$ cat src/rtl/tx_seq_ctrl.sv
// Burst sequencer for the PRBS9 -> tx_mod chain: symbol strobes,
// sample-rate enable, symbol gating and filter drain.
module tx_seq_ctrl #(
  parameter int OS        = 4,
  parameter int NSYM_W    = 16,
  parameter int DRAIN_SYM = 6
) (
  input  logic                  clk,
  input  logic                  rst,
  input  logic                  i_start,
  input  logic                  i_stop,
  input  logic [NSYM_W-1:0]     i_nsym,
  output logic                  o_prbs_en,
  output logic                  o_tx_en,
  output logic                  o_sym_valid,
  output logic [$clog2(OS)-1:0] o_phase,
  output logic                  o_busy,
  output logic                  o_done
);

  localparam int PW   = $clog2(OS);
  localparam int DLEN = DRAIN_SYM * OS;
  localparam int DW   = $clog2(DLEN + 1);

  localparam logic [PW-1:0] PH_LAST = PW'(OS - 1);
  localparam logic [DW-1:0] D_LAST  = DW'(DLEN - 1);

  typedef enum logic [1:0] {
    IDLE,
    RUN,
    DRAIN
  } state_t;

  state_t              state, state_n;
  logic [PW-1:0]       phase_n;
  logic [NSYM_W-1:0]   sym_cnt, sym_n;
  logic [NSYM_W-1:0]   nsym_q, nsym_n;
  logic [DW-1:0]       drain_cnt, drain_n;
  logic                stop_pend, stop_n;
  logic                done_n;
  logic                sym_last;
  logic                burst_end;

  assign sym_last  = (o_phase == PH_LAST);
  assign burst_end = (nsym_q != '0) &&
                     (sym_cnt == nsym_q - 1'b1);

  always_comb begin
    state_n = state;
    phase_n = o_phase;
    sym_n   = sym_cnt;
    nsym_n  = nsym_q;
    drain_n = drain_cnt;
    stop_n  = stop_pend;
    done_n  = 1'b0;
    unique case (state)
      IDLE: begin
        if (i_start && !i_stop) begin
          state_n = RUN;
          nsym_n  = i_nsym;
          phase_n = '0;
          sym_n   = '0;
          drain_n = '0;
          stop_n  = 1'b0;
        end
      end
      RUN: begin
        phase_n = sym_last ? '0 : o_phase + 1'b1;
        if (i_stop) stop_n = 1'b1;
        if (sym_last) begin
          sym_n = sym_cnt + 1'b1;
          // stop sampled on the last phase still ends on this symbol
          if (burst_end || stop_pend || i_stop) begin
            state_n = DRAIN;
            drain_n = '0;
            stop_n  = 1'b0;
          end
        end
      end
      DRAIN: begin
        phase_n = sym_last ? '0 : o_phase + 1'b1;
        if (drain_cnt == D_LAST) begin
          state_n = IDLE;
          phase_n = '0;
          done_n  = 1'b1;
        end else begin
          drain_n = drain_cnt + 1'b1;
        end
      end
      default: state_n = IDLE;
    endcase
  end

  always_ff @(posedge clk or posedge rst) begin
    if (rst) begin
      state       <= IDLE;
      o_phase     <= '0;
      sym_cnt     <= '0;
      nsym_q      <= '0;
      drain_cnt   <= '0;
      stop_pend   <= 1'b0;
      o_prbs_en   <= 1'b0;
      o_tx_en     <= 1'b0;
      o_sym_valid <= 1'b0;
      o_busy      <= 1'b0;
      o_done      <= 1'b0;
    end else begin
      state       <= state_n;
      o_phase     <= phase_n;
      sym_cnt     <= sym_n;
      nsym_q      <= nsym_n;
      drain_cnt   <= drain_n;
      stop_pend   <= stop_n;
      o_prbs_en   <= (state_n == RUN) &&
                     (phase_n == PH_LAST);
      o_tx_en     <= (state_n != IDLE);
      o_sym_valid <= (state_n == RUN);
      o_busy      <= (state_n != IDLE);
      o_done      <= done_n;
    end
  end

endmodule

$ cat config.mk
export PLATFORM = sky130hd
export DESIGN_NAME = tx_seq_ctrl
export DESIGN_NICKNAME = d
export VERILOG_FILES = /design/src/rtl/tx_seq_ctrl.sv
export SDC_FILE = /design/constraint.sdc
export NUM_CORES = 1
export LEC_CHECK = 0
export ABC_AREA = 1
export CAP_MARGIN = 20
export CORE_ASPECT_RATIO = 0.5
export CORE_MARGIN = 8
export CORE_UTILIZATION = 45
export DETAILED_ROUTE_END_ITERATION = 6
export PLACE_DENSITY = 0.68
export SETUP_SLACK_MARGIN = 0.1
export SLEW_MARGIN = 25
export SYNTH_ARGS = -nofsm -noshare
export SYNTH_HDL_FRONTEND = slang
export SYNTH_SLANG_ARGS = --single-unit
$ cat constraint.sdc
create_clock -name clk -period 2.1 [get_ports clk]
set_clock_uncertainty 0.15 [all_clocks]
set_input_delay 0.315 -clock clk [delete_from_list [all_inputs] [get_ports clk]]
set_output_delay 0.315 -clock clk [all_outputs]
set_load 0.02 [all_outputs]
==> run metrics, run 1 <==
status=finished with violations; failing checks=setup timing; RSZ-0062 raised after global routing=yes; Synth Warn #=0; Remaining Overflow, GRT=0; final net count=between 400 and 500; Max Fclk=roughly 470 MHz; ys async rst share=between 90% and 100%; Final Hold Fails=0; mapped cell area=~0.0028 mm^2; CTS Buffer Depth=2; die width=127 um; largest family of logic cells by synthesized area=simple AND/OR/NAND/NOR gates; Data required, critical path=about 2.1 ns; WP depth=13; CP max stage delay=roughly 0.41 ns; CP endpoint kind=register; Num CTS Buffers=5; critical path class=reg -> reg; relative slew slack=between 60% and 70%; floorplan row count=20; HPWL Detailed=between 4 and 5 mm; Wirelength per Cell=13.6 um; crit path max fanout=7; global-route wire length before repair=between 10 and 15 mm; register bit total from synthesis=between 40 and 50; EDFF count, synth=0; vias in the first global route=2,585; crit path max-delay cell type=dfrtp_1; post-synthesis adder-cell area fraction=between 1.5 and 2%; Pre-antenna DRT Iters=4; initial antenna violation count=0; Peak supply drop=roughly 870 uV; leading cell types in the layout, fill and taps excluded=99 x nand2_1, 46 x dfrtp_1, 43 x inv_1, 33 x buf_4, 31 x nor2_1; worst skew pair latency=about 0.28 ns; sequential share of the synthesized area=between 40% and 50%; Area growth syn-to-layout=34.3%; crit path DAT=between 2 and 2.5 ns; total track usage=around 16%; layout cells sized above 1=a little under a quarter; max_cap viols=0; I/O Buffers=26; Static Leakage=0.00179 uW; die area=approximately 0.009 mm^2; via count=about 2.6k; Final Cycle Share=101%; Netlist cell types=32; Crit path buffers/inverters=1; fillers=around 520; Final Wtd Congestion=0.846; Setup crit start kind=register; antenna cells=0; Initial Util=about 46%; kind of cell adding the most delay to the critical path=simple AND/OR/NAND/NOR gates; H-tree depth=2; Worst R2R Path Depth=13; Max Slew Vio Count=0; Compound-Gate Fraction of Synth Area=a little over 7%; Die Ht=between 70 and 80 um; violation count after the first detailed-route iteration=roughly 190; HP Class=in -> async; Tightest Pin Transition=between 0.5 and 0.6 ns; Final min period=roughly 2.1 ns; CTS tree=done; DRC violations left=0; total power draw=roughly 4700 uW; Final Setup Violations=5; Num Clock Sinks=between 40 and 50; pwr dens=approximately 1300 mW/mm^2; Antenna Nets Post-Route=0; final instance area=0.00371 mm^2; final setup margin=-0.0238 ns; Synth Flop Type=dfrtp_1; Reg clk slew, reported paths=approximately 0.060 ns; most common cell after layout, fill and taps aside=nand2_1; clock tree root buffer cell=clkbuf_16; core area=about 0.0060 mm^2; Via density=just over 5; average cell area after synthesis=~7.4 um^2; Post-Synthesis Cells=between 300 and 400; Post-DP Area=0.00331 mm^2; simple-gate share of the synthesized area=between 30% and 40%; Synth Net Count=approximately 400; mux contribution to synthesized area=0%; worst path cell trace=nor2_4 > nand2_4 > nor2_4 > buf_4 > nand3b_1 > nand2_1 > nand3_1 > nor2_2 > nand3_2 > nand3_4 > nand2_4 > nand2_2 > nand2_2; final WL=approximately 7 mm; pin count of the biggest net entering global routing=33; XOR/XNOR share of the synthesized area=4.35%; post-place setup slack=-0.0974 ns; Ports=27
==> final timing paths <==
path                                         start  slack (ns)                       end
max in group asynchronous                      rst        1.11     nsym_q[6]$_DFFE_PP0P_
setup / recovery             nsym_q[1]$_DFFE_PP0P_       -0.02  drain_cnt[3]$_DFFE_PP0P_
hold / removal                                 rst        0.18     stop_pend$_DFFE_PP0P_
min in group clk           sym_cnt[15]$_DFFE_PP0P_        0.34   sym_cnt[15]$_DFFE_PP0P_
setup reg to reg             nsym_q[1]$_DFFE_PP0P_       -0.02  drain_cnt[3]$_DFFE_PP0P_
hold reg to reg            sym_cnt[15]$_DFFE_PP0P_        0.34   sym_cnt[15]$_DFFE_PP0P_
==> metrics by stage <==
stage               util (%)  instances  TNS [ns]  hold slack (ns)
floorplan                  -        375         0            0.275
global placement        55.0        498   -0.0876            0.322
detailed placement      55.0        498    -0.172            0.337
CTS                     58.6        508         0            0.190
global route            61.8        516     -1.01            0.228
finish                  61.8        516   -0.0997            0.181
==> layout make-up <==
type	count	area [um^2]	area share [%]
multi-input combinational	275	1590	42.9
clock inverter	2	10.0	0.270
tap	77	96.3	2.60
clock buffer	5	125	3.37
inverter	49	184	4.96
sequential	46	1150	31.0
timing repair buffer	62	551	14.8
==> routing by layer <==
layer  track usage, %  vias to the layer above  part of all wire (%)  wire length [um]
li1                 -                     1311                     -                 -
met3             3.63                        9                   4.7               326
met4             3.40                        0                   1.0                73
met2             27.5                       54                    52              3620
met1             19.1                     1242                    43              2990
met5                0                        -                     0                 0
==> power breakdown <==
| group | internal (uW) | switching [uW] | leakage [uW] |
|---|---|---|---|
| Clock | 430 | 318 | 0.0000694 |
| Sequential | 1150 | 273 | 0.000600 |
| Combinational | 1130 | 1430 | 0.00112 |
==> Yosys cell counts, types with 4 or more instances <==
master / instances / area, um^2
clkbuf_1: 4 / 15.0
o21ai_0: 19 / 95.1
nor2_2: 7 / 43.8
nand3_1: 35 / 175
xor2_1: 8 / 70.1
a21oi_1: 10 / 50.1
nand3_2: 5 / 50.1
nor3_1: 4 / 20.0
dfrtp_1: 46 / 1150
ha_1: 4 / 50.1
nand2_1: 108 / 405
nor2_1: 42 / 158
inv_1: 47 / 176
==> state kept, by name, indices dropped and copies added (netlist names) <==
name         flops
nsym_q          16
sym_cnt         16
drain_cnt        5
o_phase          2
state            2
o_busy           1
o_done           1
o_prbs_en        1
o_sym_valid      1
stop_pend        1
==> cells by family (layout without fill, tap and decap cells) <==
kind of cell	Yosys count	after routing
fa+ha+maj	4	4
compound gates	36	36
buf+inv	54	118
flops	46	46
xor+xnor	12	12
simple gates	223	223
==> timing repair <==
action                                  in CTS  in global routing
hold endpoints to repair                     0                  0
buffers inserted                             3                  8
endpoints found under the setup margin      11                 13
hold buffers                                 0                  0
gates resized for setup                     16                 34
pin swaps                                    8                 26
cloned                                       0                  0
Note: power is estimated with default switching activity, not from simulation.
==> run 2, diff against run 1 <==
- SLEW_MARGIN: 25 -> default
==> results of run 2 <==
No change in the layout: final DEF, timing and power equal those of run 1.
==> run 3, diff against run 2 <==
- CORE_MARGIN: 8 -> 4
- clock period: 2.1 -> 1.9 ns (I/O delays scaled with it)
==> run 3 against run 2 <==
  * The run still ends with setup timing left
  * Via count up 0.38%
  * Utilization up 6.9 points
  * Count of clock-buffer cells in the layout up 1
  * Register-to-register slack worse by 0.19 ns
  * Global-route usage up 2.9 points
  * Hold slack better by 0.020 ns
  * Clock power up 34%
  * Worst setup slack worse by 0.19 ns
  * Flip-flop and latch count unchanged
  * Final cell count up 3.1%
  * Die area down 17%
  * Critical path type unchanged
  * Highest routed layer unchanged
==> run metrics, run 3 (synthesis gave the netlist of run 1 again) <==
Worst Hold Margin=roughly 0.2 ns; initial antenna violation count=0; pin count of the biggest net entering global routing=between 40 and 50; Ports=27; pwr dens=approximately 1400 mW/mm^2; Multi-input gate area=0.00161 mm^2; crit path to=o_busy$_DFF_PP0_; Via density=4.94; cts hold-fix bufs=0; relative slew slack=between 70% and 80%; Finished Core Util=between 60% and 70%; Final Wtd Congestion=0.851; RSZ-0062 raised after global routing=yes; H-tree depth=2; antenna cells=0; final WL=roughly 6.6 mm; die area=around 0.0075 mm^2; leading cell types in the layout, fill and taps excluded=103 x nand2_1, 53 x buf_4, 43 x inv_1, 43 x dfrtp_1, 30 x nor2_1; layout cells sized above 1=approximately 28%; Static Leakage=around 0.0019 uW; status=finished with violations; failing checks=setup timing; final net count=about 480; Final min period=~2.1 ns; max_cap viols=0; core area=roughly 0.0057 mm^2; Tightest Pin Transition=~0.32 ns; fillers=between 400 and 500; I/O Buffers=26; CTS tree=done; crit path max fanout=7; vias in the first global route=about 2.7k; Setup crit start kind=register; most common cell after layout, fill and taps aside=nand2_1; Area growth syn-to-layout=42.0%; Final Setup Violations=10; worst skew pair latency=between 0.2 and 0.3 ns; final setup margin=-0.218 ns; via count=~2.6k; crit path max-delay cell type=dfrtp_1; global-route wire length before repair=11.6 mm; DRC violations left=0; Wirelength per Cell=approximately 12 um; R2R Path Start=nsym_q[3]$_DFFE_PP0P_; flop2flop setup slack=-0.22 ns; crit path DAT=2.14 ns; critical path class=reg -> reg; worst r2r dst=o_busy$_DFF_PP0_; FF/Latch Area=around 0.0012 mm^2; Max Fclk=~470 MHz; CP startpoint=nsym_q[3]$_DFFE_PP0P_; CP endpoint kind=register; total track usage=between 10% and 20%; Worst R2R Path Depth=13; Antenna Nets Post-Route=0; Max Slew Vio Count=0; Num CTS Buffers=5; violation count after the first detailed-route iteration=roughly 160; Die Ht=between 60 and 70 um; HP Class=in -> async; worst path cell trace=nor2_1 > nand2_1 > nor2_4 > buf_4 > nand3b_1 > nand2_1 > nand3_2 > nor2_2 > nand3_2 > nand3_4 > nand2_2 > inv_2 > nand2_1; biggest regs=nsym_q (16), sym_cnt (16), drain_cnt (5); Num Clock Sinks=between 40 and 50; Reg clk slew, reported paths=approximately 0.060 ns; CTS Buffer Depth=2; clock tree root buffer cell=clkbuf_16; Pre-antenna DRT Iters=4; Final Cycle Share=111%; Final Hold Fails=0; floorplan row count=19; HPWL Detailed=4.69 mm; Initial Util=48.4%; Peak supply drop=around 900 uV; most used cell, CP=nand2_1; CP max stage delay=around 0.40 ns; Remaining Overflow, GRT=0; Data required, critical path=about 1.9 ns; die width=approximately 120 um
run 3: stage by stage:
| stage | std cells | total power, uW | setup slack (ns) | cell area (um^2) | setup TNS, ns |
|---|---|---|---|---|---|
| global route | 532 | 5880 | -0.366 | 3920 | -3.50 |
| detailed placement | 510 | 4170 | -0.332 | 3460 | -3.48 |
| CTS | 521 | 5310 | -0.229 | 3720 | -1.90 |
| floorplan | 375 | 3170 | 0.0121 | 2810 | 0 |
| global placement | 510 | 4100 | -0.253 | 3460 | -2.64 |
| finish | 532 | 5430 | -0.218 | 3920 | -1.86 |
run 3: power breakdown:
group | switching, uW | internal (uW)
Clock | 356 | 649
Combinational | 1540 | 1340
Sequential | 265 | 1270
Total | 2160 | 3260
run 3: how the worst min path moves through the flow:
stage	startpoint	end	slack [ns]	depth (start not counted)
finish	rst	state[1]$_DFF_PP0_	0.20	3
global route	rst	drain_cnt[4]$_DFFE_PP0P_	0.22	3
CTS	rst	drain_cnt[4]$_DFFE_PP0P_	0.21	3
detailed placement	sym_cnt[15]$_DFFE_PP0P_	sym_cnt[15]$_DFFE_PP0P_	0.33	1
global placement	sym_cnt[15]$_DFFE_PP0P_	sym_cnt[15]$_DFFE_PP0P_	0.32	1
floorplan	i_nsym[12]	nsym_q[12]$_DFFE_PP0P_	0.24	2
run 3: what timing repair did:
item | CTS | global route
hold endpoints to repair | 0 | 0
cloned | 0 | 0
pin swaps | 11 | 24
setup buffers | 4 | 11
gates resized for setup | 17 | 31
endpoints found under the setup margin | 15 | 16
run 3: final cells by class:
cell class | count | area share [%]
sequential | 46 | 29.5
multi-input combinational | 275 | 41.1
timing repair buffer | 82 | 18.1
clock buffer | 6 | 3.54
tap | 73 | 2.33
inverter | 49 | 4.69
clock inverter | 1 | 0.766
run 3: worst max-delay path: cells and delay by family, from the launching register on:
| family | cells | cell delay (ns) |
|---|---|---|
| simple gates | 11 | 1.24 |
| flops | 1 | 0.40 |
| buf+inv | 2 | 0.21 |
run 3: metal layers:
layer  GRT usage [%]  part of all wire, %  up-vias
met5               0                    0        -
met4            2.16                 0.33        0
met3            4.38                  3.5        4
met2            33.6                   51       26
met1            23.2                   45     1236
li1                -                    -     1360
